`src/rtl/uart_rx.sv`:
```
// Oversampling UART receiver: start + FRAME_WIDTH data (LSB first) + optional parity + stop.
// Result pulse N*P cycles after start detect; no backpressure, every frame yields exactly one pulse.
module uart_rx #(
  parameter int FRAME_WIDTH = 8
) (
  input  logic                   clk,
  input  logic                   reset,
  input  logic                   RX_IN,
  input  logic [5:0]             prescale,
  input  logic                   par_en,
  input  logic                   par_typ,
  output logic [FRAME_WIDTH-1:0] P_DATA,
  output logic                   data_valid,
  output logic                   par_err,
  output logic                   stp_err
);

  localparam int BW = (FRAME_WIDTH > 1) ? $clog2(FRAME_WIDTH) : 1;
  localparam logic [BW-1:0] LAST_BIT = BW'(FRAME_WIDTH - 1);

  localparam logic [2:0] S_IDLE   = 3'd0;
  localparam logic [2:0] S_START  = 3'd1;
  localparam logic [2:0] S_DATA   = 3'd2;
  localparam logic [2:0] S_PARITY = 3'd3;
  localparam logic [2:0] S_STOP   = 3'd4;

  logic [2:0]             state_q,      state_d;
  logic [5:0]             edge_cnt_q,   edge_cnt_d;
  logic [BW-1:0]          bit_cnt_q,    bit_cnt_d;
  logic [FRAME_WIDTH-1:0] shift_q,      shift_d;
  logic [2:0]             smp_q,        smp_d;
  logic                   vote_q,       vote_d;
  logic                   armed_q,      armed_d;
  logic [5:0]             p_q,          p_d;
  logic                   par_en_q,     par_en_d;
  logic                   par_typ_q,    par_typ_d;
  logic                   par_bad_q,    par_bad_d;
  logic [FRAME_WIDTH-1:0] p_data_q,     p_data_d;
  logic                   data_valid_q, data_valid_d;
  logic                   par_err_q,    par_err_d;
  logic                   stp_err_q,    stp_err_d;

  logic [5:0] p_in;
  logic [5:0] p_clamp;
  logic [5:0] half;
  logic       last_edge;
  logic       in_win;
  logic       vote_edge;
  logic       maj;
  logic       exp_par;

  always_comb begin
    p_in      = {prescale[5:1], 1'b0};
    p_clamp   = (p_in < 6'd8) ? 6'd8 : p_in;
    half      = {1'b0, p_q[5:1]};
    last_edge = (edge_cnt_q == (p_q - 6'd1));
    in_win    = (edge_cnt_q == (half - 6'd1)) || (edge_cnt_q == half) ||
                (edge_cnt_q == (half + 6'd1));
    vote_edge = (edge_cnt_q == (half + 6'd2));
    maj       = (smp_q[0] & smp_q[1]) | (smp_q[0] & smp_q[2]) | (smp_q[1] & smp_q[2]);
    exp_par   = (^shift_q) ^ par_typ_q;
  end

  always_comb begin
    state_d      = state_q;
    edge_cnt_d   = edge_cnt_q;
    bit_cnt_d    = bit_cnt_q;
    shift_d      = shift_q;
    smp_d        = smp_q;
    vote_d       = vote_q;
    armed_d      = armed_q;
    p_d          = p_q;
    par_en_d     = par_en_q;
    par_typ_d    = par_typ_q;
    par_bad_d    = par_bad_q;
    p_data_d     = p_data_q;
    data_valid_d = 1'b0;
    par_err_d    = 1'b0;
    stp_err_d    = 1'b0;

    if (state_q != S_IDLE) begin
      edge_cnt_d = last_edge ? 6'd0 : edge_cnt_q + 6'd1;
      if (in_win) begin
        smp_d = {smp_q[1:0], RX_IN};
      end
      if (vote_edge) begin
        vote_d = maj;
      end
    end

    case (state_q)
      S_IDLE: begin
        if (RX_IN) begin
          armed_d = 1'b1;
        end else if (armed_q) begin
          // The detect cycle itself is edge 0 of the start bit.
          state_d    = S_START;
          edge_cnt_d = 6'd1;
          bit_cnt_d  = '0;
          p_d        = p_clamp;
          par_en_d   = par_en;
          par_typ_d  = par_typ;
          par_bad_d  = 1'b0;
        end
      end
      S_START: begin
        if (vote_edge && maj) begin
          state_d    = S_IDLE;
          edge_cnt_d = 6'd0;
          armed_d    = 1'b0;
        end else if (last_edge) begin
          state_d   = S_DATA;
          bit_cnt_d = '0;
        end
      end
      S_DATA: begin
        if (last_edge) begin
          shift_d                = shift_q >> 1;
          shift_d[FRAME_WIDTH-1] = vote_q;
          if (bit_cnt_q == LAST_BIT) begin
            state_d = par_en_q ? S_PARITY : S_STOP;
          end else begin
            bit_cnt_d = bit_cnt_q + 1'b1;
          end
        end
      end
      S_PARITY: begin
        if (last_edge) begin
          par_bad_d = (vote_q != exp_par);
          state_d   = S_STOP;
        end
      end
      S_STOP: begin
        if (last_edge) begin
          state_d = S_IDLE;
          if (!vote_q) begin
            // Low stop bit: disarm so a held-low line (break) reports only once.
            stp_err_d = 1'b1;
            armed_d   = 1'b0;
          end else if (par_bad_q) begin
            par_err_d = 1'b1;
          end else begin
            data_valid_d = 1'b1;
            p_data_d     = shift_q;
          end
        end
      end
      default: begin
        state_d    = S_IDLE;
        edge_cnt_d = 6'd0;
      end
    endcase
  end

  always_ff @(posedge clk or negedge reset) begin
    if (!reset) begin
      state_q      <= S_IDLE;
      edge_cnt_q   <= '0;
      bit_cnt_q    <= '0;
      shift_q      <= '0;
      smp_q        <= '0;
      vote_q       <= 1'b0;
      armed_q      <= 1'b0;
      p_q          <= 6'd8;
      par_en_q     <= 1'b0;
      par_typ_q    <= 1'b0;
      par_bad_q    <= 1'b0;
      p_data_q     <= '0;
      data_valid_q <= 1'b0;
      par_err_q    <= 1'b0;
      stp_err_q    <= 1'b0;
    end else begin
      state_q      <= state_d;
      edge_cnt_q   <= edge_cnt_d;
      bit_cnt_q    <= bit_cnt_d;
      shift_q      <= shift_d;
      smp_q        <= smp_d;
      vote_q       <= vote_d;
      armed_q      <= armed_d;
      p_q          <= p_d;
      par_en_q     <= par_en_d;
      par_typ_q    <= par_typ_d;
      par_bad_q    <= par_bad_d;
      p_data_q     <= p_data_d;
      data_valid_q <= data_valid_d;
      par_err_q    <= par_err_d;
      stp_err_q    <= stp_err_d;
    end
  end

  assign P_DATA     = p_data_q;
  assign data_valid = data_valid_q;
  assign par_err    = par_err_q;
  assign stp_err    = stp_err_q;

  a_one_result: assert property (@(posedge clk) disable iff (!reset)
    $onehot0({data_valid_q, par_err_q, stp_err_q}));

endmodule

```
`config.mk`:
```
export PLATFORM = sky130hd
export DESIGN_NAME = uart_rx
export DESIGN_NICKNAME = d
export VERILOG_FILES = /design/src/rtl/uart_rx.sv
export SDC_FILE = /design/constraint.sdc
export NUM_CORES = 1
export LEC_CHECK = 0
export CORE_MARGIN = 2
export CORE_UTILIZATION = 32
export DETAILED_ROUTE_END_ITERATION = 16
export HOLD_SLACK_MARGIN = 0.1
export SLEW_MARGIN = 25
export SYNTH_ARGS = -nofsm -noshare
export SYNTH_HDL_FRONTEND = slang
export SYNTH_SLANG_ARGS = --single-unit
```
`constraint.sdc`:
```
create_clock -name clk -period 2.9 [get_ports clk]
set_input_delay 0.87 -clock clk [delete_from_list [all_inputs] [get_ports clk]]
set_output_delay 0.87 -clock clk [all_outputs]
set_load 0.01 [all_outputs]
```
==> flow_metrics.py, run 1 <==
metrics = {
    "synthesis": {
        "syn_inst": 267,
        "synth_edf_count": 0,
        "yosys-top-cells-area": "dfrtp_1, xnor2_1, nand2_1, mux2_2, xor2_1",
        "synth_seq_area_share": 0.4215,
        "postSynth.asyncResetShare": 1.000,
        "netlist_area_um2": 2615,
        "yosysWarnings": 0,
        "ys.flop_type": "dfrtp_1",
        "synth_top_cell_by_area": "dfrtp_1",
        "synth_area_per_cell_um2": 9.794,
        "netlist.area_leader.share": 0.4115,
        "syn_nets": 285,
        "ys_types": 54,
        "ys_ff_latch": 44,
    },
    "sta": {
        "min_period_ns": 2.678,
        "tightest_slew_ns": 0.5265,
        "hold_ws_ns": 0.4569,
        "hold_viol": 0,
        "slew_viol_final": 0,
        "maxSlewHeadroom": 0.6399,
        "finalClockSkew_ns": 0.003786,
        "final-setup-viol-count": 0,
        "fmaxAchievable_mhz": 373.4,
        "finalCritPeriodShare": 0.9234,
        "tns_ns": 0,
        "rsz0062_at_grt": "no",
    },
    "placement": {
        "gp_congestion": 0.8320,
        "hpwlAfterDp_um": 3833,
        "port_buffers": 20,
    },
    "clock_network": {
        "postCtsSetupBuffers": 0,
        "clock-sinks": 44,
        "cts_tree": "yes",
        "numCtsBuffers": 5,
        "clkLatencyLatePin_ns": 0.29,
        "ctsResizeCount": 0,
        "htreeDepth": 2,
        "cts-root-buf": "clkbuf_8",
        "clockBufferDepth": 2,
        "holdBufCountCts": 0,
        "clk_pin_slew_ns": 0.08,
    },
    "routing": {
        "antenna_left": 0,
        "dr.pass1.iters": 4,
        "dr.first_iter.drc_count": 54,
        "wire_per_inst_um": 13.32,
        "route.vias.total": 1894,
        "viasPerCell": 4.856,
        "drc": 0,
        "postRouteWirelength_um": 5193,
    },
    "global_routing": {
        "grt_pass1_wl_um": 9446,
        "gr-total-overflow": 0,
        "grtUsageTotal": 0.1317,
        "antenna_found_initial": 0,
        "grt_max_degree": 19,
        "grt_pass1_vias": 1979,
    },
    "setup_path": {
        "worstReg2RegEnd": "shift_q[3]$_DFFE_PN0P_",
        "required_ns": 3.09,
        "startpoint": "p_q[2]$_DFFE_PN0P_",
        "start_kind": "flop",
        "path_max_fanout": 15,
        "worst-setup-path-type": "reg -> reg",
        "arrival_ns": 2.86,
        "worstRegToRegCells": 8,
        "cp-end-kind": "flop",
        "rrSetupSlack_ns": 0.22,
        "r2r-start": "p_q[2]$_DFFE_PN0P_",
    },
    "power": {
        "p_comb_frac": 0.441,
        "internal_power_w": 0.001583,
        "netSwitchingFraction": 0.3981,
        "p_switching_w": 0.001047,
        "clock_power_share": 0.176,
        "p_leak_nw": 1.311,
        "powerDensity_nw_per_um2": 866.7,
        "ir_drop_mv": 0.2644,
        "pwr-share-seq": 0.383,
    },
    "floorplan": {
        "initial_utilization": 0.3349,
        "die-area_um2": 8911,
        "fp.dieH_um": 94.40,
        "num_rows": 32,
        "core-area_um2": 7807,
        "chipWidth_um": 94.40,
        "io_pins": 22,
    },
    "status": {
        "status": "finished, final reports clean",
    },
    "final_layout": {
        "area_delta_synth_final_pct": 16.03,
        "nets": 305,
        "fill_cells": 786,
        "diodes": 0,
        "final_layout_size_suffix_gt1_frac": 0.1354,
        "final_util": 0.3886,
    },
    "flow_run": {
        "maxCapViolations": 0,
    },
    "min_path": {
        "min_path_type": "in -> async",
    },
}
cell families after synthesis:
| logic type | share of synthesized area |
|---|---|
| fa+ha+maj | 0.03732 |
| buf+inv | 0.04450 |
| compound gates | 0.1096 |
| mux | 0.07990 |
| simple gates | 0.1880 |
| xor+xnor | 0.1191 |
| flops | 0.4215 |
registers in the layout (all words and copies together), names as in the netlist, 3 cells and up:
| name | cells |
|---|---|
| p_q | 5 |
| edge_cnt_q | 6 |
| bit_cnt_q | 3 |
| shift_q | 8 |
| smp_q | 3 |
| state_q | 3 |
| P_DATA | 8 |
final cells by class:
type | instances | area [um^2] | area share
clock buffer | 6 | 72.57 | 0.02392
inverter | 10 | 37.54 | 0.01237
clock inverter | 2 | 35.03 | 0.01155
timing repair buffer | 29 | 262.8 | 0.08660
multi-input combinational | 197 | 1396 | 0.4602
tap | 102 | 127.6 | 0.04206
sequential | 44 | 1102 | 0.3633
power groups by stage:
stage	Sequential (W)	Combinational, W	Clock (W)
3_5_place_dp	0.00102	0.00116	0
6_report	0.00101	0.00116	0.000463
4_1_cts	0.00101	0.00117	0.000481
3_3_place_gp	0.00101	0.00114	0
5_1_grt	0.00104	0.00131	0.000502
2_1_floorplan	0.000855	0.00109	0
through the flow:
step                      std cells  instance area (um^2)  power (W)  worst slack (ns)
after global routing            390                  3034   0.002851           0.02846
after floorplan                 267                  2615   0.001942            0.4017
after detailed placement        382                  2927   0.002182            0.1585
after global placement          382                  2927   0.002155            0.1879
final                           390                  3034   0.002630            0.2221
after CTS                       390                  3034   0.002657            0.2128
synthesized netlist by cell type (2+ instances only):
| library cell | count |
|---|---|
| o21a_1 | 2 |
| dfrtp_1 | 43 |
| nor2_1 | 19 |
| nand2_1 | 41 |
| o311ai_0 | 3 |
| mux2_2 | 12 |
| xnor2_1 | 19 |
| or4_1 | 2 |
| mux2_1 | 3 |
| a21oi_1 | 5 |
| xor2_1 | 12 |
| o21ai_0 | 12 |
| mux2i_1 | 4 |
| nand3_1 | 9 |
| nand4_1 | 5 |
| nand2b_1 | 2 |
| or3_1 | 3 |
| nor2b_1 | 2 |
| buf_2 | 6 |
| nor3_1 | 6 |
| nor4_2 | 2 |
| ha_1 | 7 |
| inv_1 | 10 |
| clkbuf_1 | 8 |
layer usage:
layer / vias to the layer above / GRT usage / wire length [um]
met5: - / 0 / 0
met4: 0 / 0.03502 / 60
met3: 6 / 0.02873 / 178
met2: 25 / 0.2131 / 2413
met1: 902 / 0.1796 / 2541
li1: 961 / - / -
how the worst max path moves through the flow:
stage	slack (ns)	end	cells past startpoint
floorplan	0.40	P_DATA[0]$_DFFE_PN0P_	11
global placement	0.19	bit_cnt_q[0]$_DFFE_PN0P_	7
detailed placement	0.16	bit_cnt_q[0]$_DFFE_PN0P_	7
CTS	0.21	shift_q[3]$_DFFE_PN0P_	8
global route	0.03	shift_q[2]$_DFFE_PN0P_	8
finish	0.22	shift_q[3]$_DFFE_PN0P_	8
layout by cell type (no fill, tap or decap), types with 3 or more instances in the layout:
cell and n:
xnor2_1 19, mux2i_1 4, a21oi_1 5, nor2_1 19, dfrtp_1 43, mux2_2 12, buf_4 9, nand2_1 41
nand4_1 5, clkdlybuf4s50_1 19, o311ai_0 3, or3_1 3, clkbuf_8 5, mux2_1 3, ha_1 7, o21ai_0 12
inv_1 10, xor2_1 12, nand3_1 9, nor3_1 6
worst max-delay path: stages, from the launching register on:
cell	delay [ns]
dfrtp_1	0.46
inv_1	0.15
ha_1	0.31
nor3b_1	0.30
and3_1	0.21
o2111ai_2	0.15
buf_4	0.24
nor2_2	0.36
mux2_2	0.38
(Power assumes the default switching activity.)
==> inputs of run 2 (changes only) <==
CORE_UTILIZATION = 58   (was 32)
CTS_CLUSTER_SIZE = 25   (was default)
PLACE_DENSITY = 0.8   (was default)
==> run 2 against run 1 <==
  * Design area shrank 3.0%
  * Wire length increased by 0.33%
  * Register-to-register slack got worse by 0.02 ns
  * Power fell by 2.4%
  * Sequential share of layout area up 1.1 points
  * Cell count fell by 14%
  * Core utilization up 29 points
  * Die area is 43% lower
  * First-iteration DRC count is 69% higher
  * Fmax down 0.83%
  * Via count is 2.6% higher
  * Critical endpoint is now armed_q$_DFFE_PN0P_
  * Largest power group unchanged
  * Highest routed layer unchanged
==> flow_metrics.py, run 2 (synthesis gave the netlist of run 1 again) <==
metrics = {
    "status": {
        "status": "finished, final reports clean",
    },
    "floorplan": {
        "initial_utilization": 0.6006,
        "chipWidth_um": 71.15,
        "io_pins": 22,
        "fp.dieH_um": 71.15,
        "core-area_um2": 4354,
        "die-area_um2": 5062,
        "num_rows": 24,
    },
    "sta": {
        "fmaxAchievable_mhz": 370.3,
        "tightest_slew_ns": 0.5609,
        "min_period_ns": 2.700,
        "slew_viol_final": 0,
        "finalCritPeriodShare": 0.9311,
        "finalClockSkew_ns": 0.005401,
        "hold_viol": 0,
        "maxSlewHeadroom": 0.6260,
        "final-setup-viol-count": 0,
        "rsz0062_at_grt": "no",
        "tns_ns": 0,
    },
    "setup_path": {
        "path_max_fanout": 9,
        "cp_cell_sequence": "inv_1, ha_1, o21ba_1, a221oi_2, o2111ai_2, buf_4, nor3_1, o22ai_1, a22o_1",
        "startpoint": "p_q[2]$_DFFE_PN0P_",
        "r2r-start": "p_q[2]$_DFFE_PN0P_",
        "required_ns": 3.09,
        "cp-end-kind": "flop",
        "cpMaxStageDelayCell": "dfrtp_1",
        "cp_slowest_stage_delay_ns": 0.44,
        "arrival_ns": 2.89,
        "start_kind": "flop",
        "worst-setup-path-type": "reg -> reg",
    },
    "final_layout": {
        "area_delta_synth_final_pct": 12.58,
        "final_cell_mix": "dfrtp_1, nand2_1, nor2_1, xnor2_1, clkdlybuf4s50_1",
        "fill_cells": 360,
        "regArea_um2": 1102,
        "final_cell_count_no_fill": 337,
        "multi_input_area_um2": 1406,
        "final_util": 0.6761,
        "fin_area_um2": 2944,
        "final_layout_size_suffix_gt1_frac": 0.1368,
        "nets": 302,
        "final_common_cell": "dfrtp_1",
        "diodes": 0,
    },
    "routing": {
        "postRouteWirelength_um": 5210,
        "dr.first_iter.drc_count": 91,
        "drc": 0,
        "route.vias.total": 1944,
        "viasPerCell": 5.769,
        "dr.pass1.iters": 4,
        "wire_per_inst_um": 15.46,
        "antenna_left": 0,
    },
    "global_routing": {
        "grt_max_degree": 45,
        "grtUsageTotal": 0.2340,
        "gr-total-overflow": 0,
        "grt_pass1_wl_um": 9204,
        "grt_pass1_vias": 2013,
        "antenna_found_initial": 0,
    },
    "power": {
        "netSwitchingFraction": 0.4083,
        "powerDensity_nw_per_um2": 872.0,
        "clock_power_share": 0.155,
        "p_leak_nw": 1.293,
        "p_comb_frac": 0.456,
        "ir_drop_mv": 0.4708,
        "pwr-share-seq": 0.389,
        "p_switching_w": 0.001048,
        "internal_power_w": 0.001519,
        "total_power_w": 0.002567,
    },
    "clock_network": {
        "cts_tree": "yes",
        "clk_pin_slew_ns": 0.08,
        "clkLatencyLatePin_ns": 0.30,
        "clock-sinks": 44,
        "cts-root-buf": "clkbuf_8",
        "clockBufferDepth": 2,
        "htreeDepth": 2,
        "numCtsBuffers": 5,
    },
    "placement": {
        "gp_congestion": 0.9267,
        "port_buffers": 20,
        "hpwlAfterDp_um": 3747,
        "placed_cells": 329,
        "dpl_cell_area_um2": 2841,
    },
    "min_path": {
        "hold_start": "P_DATA[5]$_DFFE_PN0P_",
        "min_path_type": "reg -> reg",
    },
    "flow_run": {
        "maxCapViolations": 0,
    },
}
-- run 2: cell types whose count changed in the layout (fill, tap and decap cells not counted) --
| cell | before | now |
|---|---|---|
| clkinv_2 | 1 | 2 |
| buf_4 | 9 | 6 |
| o2bb2ai_2 | 0 | 1 |
| o2bb2ai_1 | 1 | 0 |
| or4b_1 | 1 | 0 |
| clkbuf_8 | 5 | 6 |
| clkbuf_1 | 1 | 0 |
| or4b_4 | 0 | 1 |
| bufinv_16 | 1 | 0 |
-- run 2: power groups by stage --
stage,registers [W],clock network [W],logic [W]
finish,0.000998,0.000398,0.00117
global route,0.00103,0.000433,0.00131
CTS,0.000997,0.000409,0.00117
detailed placement,0.00101,0,0.00116
global placement,0.000997,0,0.00113
floorplan,0.000855,0,0.00109
-- run 2: final cells by class --
class                   instances  share of cell area
flip-flops and latches         44              0.3744
well taps                      52             0.02210
multi-input cells             197              0.4777
repair buffers                 26             0.08160
clock inverters                 2            0.003400
clock buffers                   6             0.02805
inverters                      10             0.01275
-- run 2: path summary, 6_finish.rpt --
kind	end	slack [ns]	cells after the start
worst max-delay path	armed_q$_DFFE_PN0P_	0.20	9
worst min-delay path	P_DATA[5]$_DFFE_PN0P_	0.47	2
worst max register to register	armed_q$_DFFE_PN0P_	0.20	9
worst min register to register	P_DATA[5]$_DFFE_PN0P_	0.47	2
max in group asynchronous	state_q[2]$_DFFE_PN0P_	1.88	2
min in group asynchronous	data_valid$_DFF_PN0_	0.64	2
-- run 2: timing repair --
action / 4_1_cts / 5_1_grt
hold buffers: 0 / 0
endpoints found under the hold margin: 0 / 0
resized for setup: 0 / 2
setup buffers: 0 / 0
setup endpoints to repair: 0 / 2
-- run 2: metrics by stage --
step | hold slack, ns | setup slack (ns)
2_1_floorplan | 0.4584 | 0.4017
3_3_place_gp | 0.4509 | 0.2168
3_5_place_dp | 0.4548 | 0.1984
4_1_cts | 0.4735 | 0.1776
5_1_grt | 0.5153 | 0.01549
6_report | 0.4680 | 0.1997
-- run 2: per-layer routing --
metal  share of wire  vias to the layer above  GRT usage  wire, um
met2            0.50                       36     0.4023      2619
met3           0.029                       10    0.04843       149
met4           0.021                        0    0.09015       111
met1            0.45                      940     0.2885      2328
li1                -                      958          -         -
met5               0                        -          0         0
-- run 2: critical path: cells and delay by family, from the launching register on --
family          cells  cell delay [ns]
compound gates      5             1.14
flops               1             0.44
buf+inv             2             0.39
simple gates        1             0.34
fa+ha+maj           1             0.28
==> inputs of run 3 (changes only) <==
GPL_TIMING_DRIVEN = 0   (was default)
MAX_ROUTING_LAYER = met4   (was default)
==> run 3 against run 2 <==
  * Via count up 2.6%
  * Critical path type unchanged
  * Cell count rose by 3.3%
  * Clock skew is 0.0037 ns higher
==> flow_metrics.py, run 3 (synthesis gave the netlist of run 1 again) <==
metrics = {
    "clock_network": {
        "clockBufferDepth": 2,
        "clock-sinks": 44,
        "clk_pin_slew_ns": 0.08,
        "clkLatencyLatePin_ns": 0.30,
        "numCtsBuffers": 5,
        "htreeDepth": 2,
        "cts-root-buf": "clkbuf_8",
        "cts_tree": "yes",
    },
    "power": {
        "ir_drop_mv": 0.4543,
        "pwr-share-seq": 0.322,
        "netSwitchingFraction": 0.3995,
        "p_comb_frac": 0.498,
        "p_switching_w": 0.001090,
        "internal_power_w": 0.001639,
        "clock_power_share": 0.180,
        "total_power_w": 0.002729,
        "powerDensity_nw_per_um2": 897.6,
        "p_leak_nw": 1.329,
    },
    "placement": {
        "hpwlAfterDp_um": 3884,
        "port_buffers": 20,
        "placed_cells": 340,
        "gp_congestion": 0.8920,
        "place_ws_ns": -0.1677,
    },
    "setup_path": {
        "start_kind": "flop",
        "critPathTopFamily": "compound AO/OA/AOI/OAI gates",
        "worstRegToRegCells": 11,
        "worstReg2RegEnd": "P_DATA[1]$_DFFE_PN0P_",
        "cp_slowest_stage_delay_ns": 0.54,
        "rrSetupSlack_ns": 0.17,
        "path_buf_inv": 4,
        "cp-end-kind": "flop",
        "crit_top_cell": "buf_2",
        "path_max_fanout": 8,
        "arrival_ns": 2.93,
        "r2r-start": "p_q[1]$_DFFE_PN0P_",
        "cpMaxStageDelayCell": "or4b_1",
        "required_ns": 3.09,
        "worst-setup-path-type": "reg -> reg",
        "cp_cell_sequence": "buf_2, inv_1, ha_1, buf_2, o21ba_1, a221oi_2, o2111ai_4, or4b_1, buf_2, nand2_1, nand2_1",
    },
    "sta": {
        "slew_viol_final": 0,
        "tightest_slew_ns": 0.6269,
        "min_period_ns": 2.732,
        "finalClockSkew_ns": 0.009113,
        "final-setup-viol-count": 0,
        "fmaxAchievable_mhz": 366.0,
        "setup_ws_ns": 0.1676,
        "finalCritPeriodShare": 0.9422,
        "hold_viol": 0,
        "maxSlewHeadroom": 0.5712,
    },
    "routing": {
        "drc": 0,
        "dr.first_iter.drc_count": 125,
        "route.vias.total": 1995,
        "dr.pass1.iters": 4,
        "antenna_left": 0,
        "postRouteWirelength_um": 5242,
        "viasPerCell": 5.733,
        "wire_per_inst_um": 15.06,
    },
    "min_path": {
        "min_path_type": "reg -> reg",
        "hold_start": "P_DATA[5]$_DFFE_PN0P_",
        "holdPathEnd": "P_DATA[5]$_DFFE_PN0P_",
        "whs_path_depth": 2,
    },
    "flow_run": {
        "maxCapViolations": 0,
    },
    "global_routing": {
        "grtUsageTotal": 0.2337,
        "grt_pass1_vias": 1996,
        "grt_max_degree": 24,
        "antenna_found_initial": 0,
        "grt_pass1_wl_um": 9066,
        "gr-total-overflow": 0,
    },
    "floorplan": {
        "initial_utilization": 0.6006,
        "chipWidth_um": 71.15,
        "core-area_um2": 4354,
        "num_rows": 24,
        "die-area_um2": 5062,
        "io_pins": 22,
        "fp.dieH_um": 71.15,
    },
    "final_layout": {
        "final_util": 0.6983,
        "final_layout_size_suffix_gt1_frac": 0.1385,
        "final_cell_count_no_fill": 348,
        "final_cell_mix": "dfrtp_1, nand2_1, nor2_1, xnor2_1, clkdlybuf4s50_1",
        "area_delta_synth_final_pct": 16.27,
        "diodes": 0,
        "nets": 313,
        "final_common_cell": "dfrtp_1",
    },
    "status": {
        "status": "finished, final reports clean",
    },
}
run 3: changes by cell type in the layout (fill, tap and decap cells not counted), sizes merged:
cell	change
buf	+3
clkinv	-1
bufinv	+1
clkbuf	+8
run 3: per-layer routing:
layer | GRT usage | vias up | part of all wire | wire length (um)
li1 | - | 973 | - | -
met1 | 0.2866 | 974 | 0.45 | 2348
met2 | 0.3817 | 38 | 0.50 | 2635
met3 | 0.04416 | 10 | 0.033 | 171
met4 | 0.09224 | 0 | 0.017 | 87
met5 | - | - | 0 | 0
run 3: cell type report:
cell class	count	area [um^2]
timing repair buffer	21	222.7
buffer	16	78.83
fill	338	1314
clock buffer	6	82.58
sequential	44	1102
tap	52	65.06
inverter	10	37.54
clock inverter	2	38.79
multi-input combinational	197	1413
run 3: worst max-delay path by stage:
stage / from / to / slack [ns] / cells past startpoint
2_1_floorplan: p_q[1]$_DFFE_PN0P_ / P_DATA[0]$_DFFE_PN0P_ / 0.40 / 11
3_3_place_gp: reset / stp_err$_DFF_PN0_ / -0.20 / 1
3_5_place_dp: RX_IN / p_q[2]$_DFFE_PN0P_ / -0.17 / 7
4_1_cts: p_q[1]$_DFFE_PN0P_ / P_DATA[1]$_DFFE_PN0P_ / 0.10 / 11
5_1_grt: p_q[1]$_DFFE_PN0P_ / P_DATA[1]$_DFFE_PN0P_ / -0.0007 / 11
6_report: p_q[1]$_DFFE_PN0P_ / P_DATA[1]$_DFFE_PN0P_ / 0.17 / 11
run 3: power by group through the flow:
stage                     sequential [W]  combinational [W]  clock [W]
after global routing            0.000898            0.00150   0.000528
after detailed placement        0.000888            0.00132          0
after CTS                       0.000879            0.00133   0.000506
after floorplan                 0.000855            0.00109          0
after global placement          0.000881            0.00128          0
final                           0.000880            0.00136   0.000491
run 3: per-stage QoR:
| step | instance area, um^2 | TNS (ns) | hold WS (ns) |
|---|---|---|---|
| floorplan | 2615 | 0 | 0.4584 |
| global placement | 2880 | -8.935 | 0.4508 |
| detailed placement | 2903 | -0.4700 | 0.4576 |
| CTS | 3024 | 0 | 0.4778 |
| global route | 3040 | -0.0006806 | 0.5006 |
| finish | 3040 | 0 | 0.4705 |
run 3: repair_timing:
action	4_1_cts	5_1_grt
setup buffers	0	0
hold buffers	0	0
gates resized for setup	0	2
setup endpoints to repair	0	9
run 3: worst min-delay path, stage by stage (launching register included):
cell	delay, ns
dfrtp_1	0.35
nand2_1	0.05
nand2_1	0.05
